File: src/rtl/sync_fifo_param.sv
// sync_fifo_param: parameterised synchronous FIFO with optional first-word-fall-through and sticky error flags
module sync_fifo_param #(
  parameter int DATA_W   = 16,
  parameter int ADDR_W   = 4,
  parameter int AF_LEVEL = 2**ADDR_W-2,
  parameter int AE_LEVEL = 2,
  parameter int FWFT     = 0
) (
  input  logic              clk,
  input  logic              rst_n,
  input  logic              w_en,
  input  logic [DATA_W-1:0] D_in,
  input  logic              r_en,
  input  logic              err_clr,
  output logic [DATA_W-1:0] D_out,
  output logic              full,
  output logic              empty,
  output logic              almost_full,
  output logic              almost_empty,
  output logic [ADDR_W:0]   count,
  output logic              overflow,
  output logic              underflow
);
  localparam logic [ADDR_W:0] DEPTH = (ADDR_W+1)'(2**ADDR_W);
  localparam logic [ADDR_W:0] AF    = (ADDR_W+1)'(AF_LEVEL);
  localparam logic [ADDR_W:0] AE    = (ADDR_W+1)'(AE_LEVEL);
  logic [DATA_W-1:0] mem [2**ADDR_W];
  logic [DATA_W-1:0] dout_q;
  logic [ADDR_W:0]   wptr, rptr, wptr_n, rptr_n;
  logic              do_w, do_r;
  assign full         = count == DEPTH;
  assign empty        = count == '0;
  assign almost_full  = count >= AF;
  assign almost_empty = count <= AE;
  assign do_w         = w_en & ~full;
  assign do_r         = r_en & ~empty;
  assign wptr_n       = wptr + (ADDR_W+1)'(do_w);
  assign rptr_n       = rptr + (ADDR_W+1)'(do_r);
  // occupancy is the pointer distance, so it stays consistent across wraps
  always_ff @(posedge clk or negedge rst_n)
    if (!rst_n) begin
      wptr      <= '0;
      rptr      <= '0;
      count     <= '0;
      overflow  <= 1'b0;
      underflow <= 1'b0;
      dout_q    <= '0;
    end else begin
      wptr      <= wptr_n;
      rptr      <= rptr_n;
      count     <= wptr_n - rptr_n;
      overflow  <= (w_en & full) | (overflow & ~err_clr);
      underflow <= (r_en & empty) | (underflow & ~err_clr);
      if (do_r) dout_q <= mem[rptr[ADDR_W-1:0]];
    end
  always_ff @(posedge clk)
    if (do_w) mem[wptr[ADDR_W-1:0]] <= D_in;
  assign D_out = (FWFT != 0) ? (empty ? '0 : mem[rptr[ADDR_W-1:0]]) : dout_q;
endmodule

File: config.mk
export PLATFORM = sky130hd
export DESIGN_NAME = sync_fifo_param
export DESIGN_NICKNAME = d
export VERILOG_FILES = /design/src/rtl/sync_fifo_param.sv
export SDC_FILE = /design/constraint.sdc
export NUM_CORES = 1
export LEC_CHECK = 0
export BUFFER_PORTS_ARGS = -buffer_cell sky130_fd_sc_hd__buf_4
export CAP_MARGIN = 30
export CORE_ASPECT_RATIO = 0.9
export CORE_MARGIN = 1.5
export CORE_UTILIZATION = 30
export DETAILED_ROUTE_END_ITERATION = 6
export PLACE_DENSITY_LB_ADDON = 0.2
export SKIP_LAST_GASP = 1
export SLEW_MARGIN = 20
export SYNTH_ARGS = -nofsm -noshare
export SYNTH_HDL_FRONTEND = slang
export SYNTH_SLANG_ARGS = --single-unit
File: constraint.sdc
create_clock -name clk -period 3.28 [get_ports clk]
set_input_delay 0.656 -clock clk [delete_from_list [all_inputs] [get_ports clk]]
set_output_delay 0.656 -clock clk [all_outputs]
set_load 0.01 [all_outputs]
==> out/results.ini <==
[clocking]
ctsHoldBuffers=0
clk_pin_slew_worst_paths_ns=0.06
post_cts_buffers=0
clockBufferDepth=3
clock-root-buffer=clkbuf_16
cts-resized-gates=0
cts_tree=done
cts_buffers=30
clkSinkCount=289
h-tree-depth=1
clock_latency_ns=0.57

[critical_path]
regToRegStartpoint=count[2]
cp_max_fo=4
path_common_cell=ha_1
end_kind=flop
rr_worst_depth=10
cp.required_ns=3.71
cp-start-kind=flop
worst_ep_arrival_time_ns=3.55
slowest_stage=or3b_2
r2r_end=count[4]
slowest_delay_ns=0.48
r2r_slack_ns=0.16
cp_cell_sequence=or3_4 -> or3b_2 -> and2_1 -> ha_1 -> ha_1 -> xor2_1 -> ha_1 -> a21o_1 -> a21oi_2 -> xor3_1
crit_type=flop to flop

[floorplanning]
num_rows=66
core_sq_um=36400
io_pins=48
die_y_microns=186
die_area_sq_um=38400
start_util=0.307
die_w_microns=206

[yosys]
ys_warn_count=0
synth-edff-count=256
synth_cell_types=37
netlist_area_sq_um=11200
synth_nets=547
ys.flop_type=edfxtp_1
ys_seq_elements=289
yosysSeqAreaShare=0.762
synth_area_per_cell_sq_um=21.6
synthesis.instances=517
async_flop_share=0.114

[timing]
grt_setup_unrepaired=false
finClkSkew_ns=0.0132
slew_headroom=0.494
worst_slew_pin_slew_ns=0.759
period_share=0.951
fmax_ghz=0.321
setup_violations=0
fin_tns_setup_ns=0
hold_violations=0
drv_slew=0
min_period_ns=3.12

[drt]
drt_iter0_markers=411
ant_nets=0
remaining_drc_errors=0
vias=5416
drt-total-wl_microns=26300
routed_via_density=4.93
wl_per_cell_microns=23.9
first_pass_iters=6

[grt]
grt_pass1_vias=5629
grt_max_degree=46
grt_pass1_wl_microns=38300
track_usage=0.142
grt_antenna_before_repair=0
overflow=0

[layout]
final_nets=629
area_growth_pct=18.6
diodes=0
regArea_sq_um=8520
n_fill_cell=3352
post_layout_nonfiller_instances=1099
drive_gt1_frac=0.332
multi_input_area_sq_um=2550

[run]
cap_violations=0

[run_status]
outcome=completed

[place]
gp_congestion=0.771
dp_cells=1043
port_buffers=47
hpwl_microns=15600

[power_and_ir_drop]
vdd_drop_max_mv=0.452
cellLeakagePower_nw=4.39
cellPowerDensity_nw_per_um2=874

[worst_hold_path]
hp-class=primary input to async pin

[placed cells by master (no fill, tap or decap), types with 3 or more instances in the layout]
cell type | synthesis | layout
nor3_2 | 0 | 4
clkbuf_16 | 0 | 30
inv_1 | 11 | 11
buf_12 | 0 | 3
ha_1 | 8 | 8
clkbuf_8 | 0 | 6
o22ai_1 | 30 | 30
a21oi_1 | 18 | 17
nor2_4 | 0 | 4
dfrtp_1 | 33 | 31
nand3_1 | 3 | 3
nand2b_1 | 3 | 3
clkinv_2 | 0 | 3
mux4_1 | 16 | 16
edfxtp_1 | 256 | 256
mux2_2 | 16 | 16
nor2_2 | 0 | 8
clkbuf_1 | 10 | 14
xnor2_1 | 7 | 7
buf_4 | 2 | 72
mux4_2 | 48 | 48
[layout make-up]
type                            instances  share of cell area
Clock buffer                           50              0.0668
Multi-Input combinational cell        191               0.193
Timing Repair Buffer                   76              0.0465
Sequential cell                       289               0.643
Inverter                               11             0.00312
Clock inverter                          6             0.00330
Tap cell                              476              0.0449
[synth_stat cells, types with 2 or more instances]
cell | number | area (sq um)
o22ai_2 | 2 | 25.0
nand3_1 | 3 | 15.0
ha_1 | 8 | 100
a21o_1 | 2 | 15.0
mux4_1 | 16 | 420
mux4_2 | 48 | 1080
o22ai_1 | 30 | 188
inv_1 | 11 | 41.3
nor3_1 | 5 | 25.0
nand4_1 | 2 | 12.5
nand2_1 | 2 | 7.51
buf_6 | 4 | 45.0
clkbuf_1 | 10 | 37.5
xnor2_1 | 7 | 61.3
a21oi_1 | 18 | 90.1
edfxtp_1 | 256 | 7690
a22o_1 | 2 | 17.5
nand4b_1 | 2 | 17.5
xor2_1 | 2 | 17.5
dfrtp_1 | 33 | 826
nor2_1 | 12 | 45.0
buf_2 | 8 | 40.0
buf_1 | 2 | 7.51
nand2b_1 | 3 | 18.8
mux2_2 | 16 | 180
buf_4 | 2 | 15.0
[flip-flops by register name, summed over array words and instances (netlist names)]
name       cells
count          5
underflow      1
mem          256
D_out         16
wptr           5
rptr           5
overflow       1
[metrics by stage]
step	utilization	power (mW)	hold WS, ns	cell area, sq um	setup slack, ns
6_report	0.364	11.6	0.0782	13300	0.161
3_5_place_dp	0.338	8.55	0.468	12300	0.152
4_1_cts	0.364	11.8	0.0646	13200	0.128
2_1_floorplan	-	7.23	0.360	11200	0.226
5_1_grt	0.364	12.2	0.0927	13300	0.0493
3_3_place_gp	0.338	8.46	0.479	12300	0.208
[worst max-delay path, delay by kind of cell, from the launching register on]
kind | cells | cell delay [ns]
AOI/OAI and AO/OA | 2 | 0.35
DFF | 1 | 0.40
and+or+nand+nor | 3 | 1.09
adders and majority gates | 3 | 0.76
xor gates and xnor gates | 2 | 0.39
[layer usage]
metal	share of wire	track usage	vias up	wire [microns]
met5	0	0	-	0
met4	0.022	0.0336	0	567
met3	0.073	0.0352	44	1910
met2	0.44	0.208	175	11600
met1	0.46	0.210	2865	12200
li1	-	-	2332	-
[cells by family after synthesis]
family | synth area share
and+or+nand+nor | 0.0166
muxes | 0.150
AOI/OAI and AO/OA | 0.0347
adders and majority gates | 0.0107
DFF | 0.762
xor gates and xnor gates | 0.00918
buffers and inverters | 0.0167
[worst max path at each step]
| stage | start | slack, ns | depth (start not counted) | to |
|---|---|---|---|---|
| 6_report | count[2] | 0.16 | 10 | count[4] |
| 5_1_grt | count[2] | 0.05 | 10 | count[4] |
| 4_1_cts | count[2] | 0.13 | 10 | count[4] |
| 3_5_place_dp | count[2] | 0.15 | 10 | count[4] |
| 3_3_place_gp | count[2] | 0.21 | 10 | count[4] |
| 2_1_floorplan | count[2] | 0.23 | 10 | count[4] |
[power by group]
group | leakage (nW) | switching, mW | internal, mW
logic | 1.25 | 1.72 | 1.70
clock network | 0.454 | 1.34 | 1.83
registers | 2.69 | 0.446 | 4.56
Power figures use the tool's default switching activity.
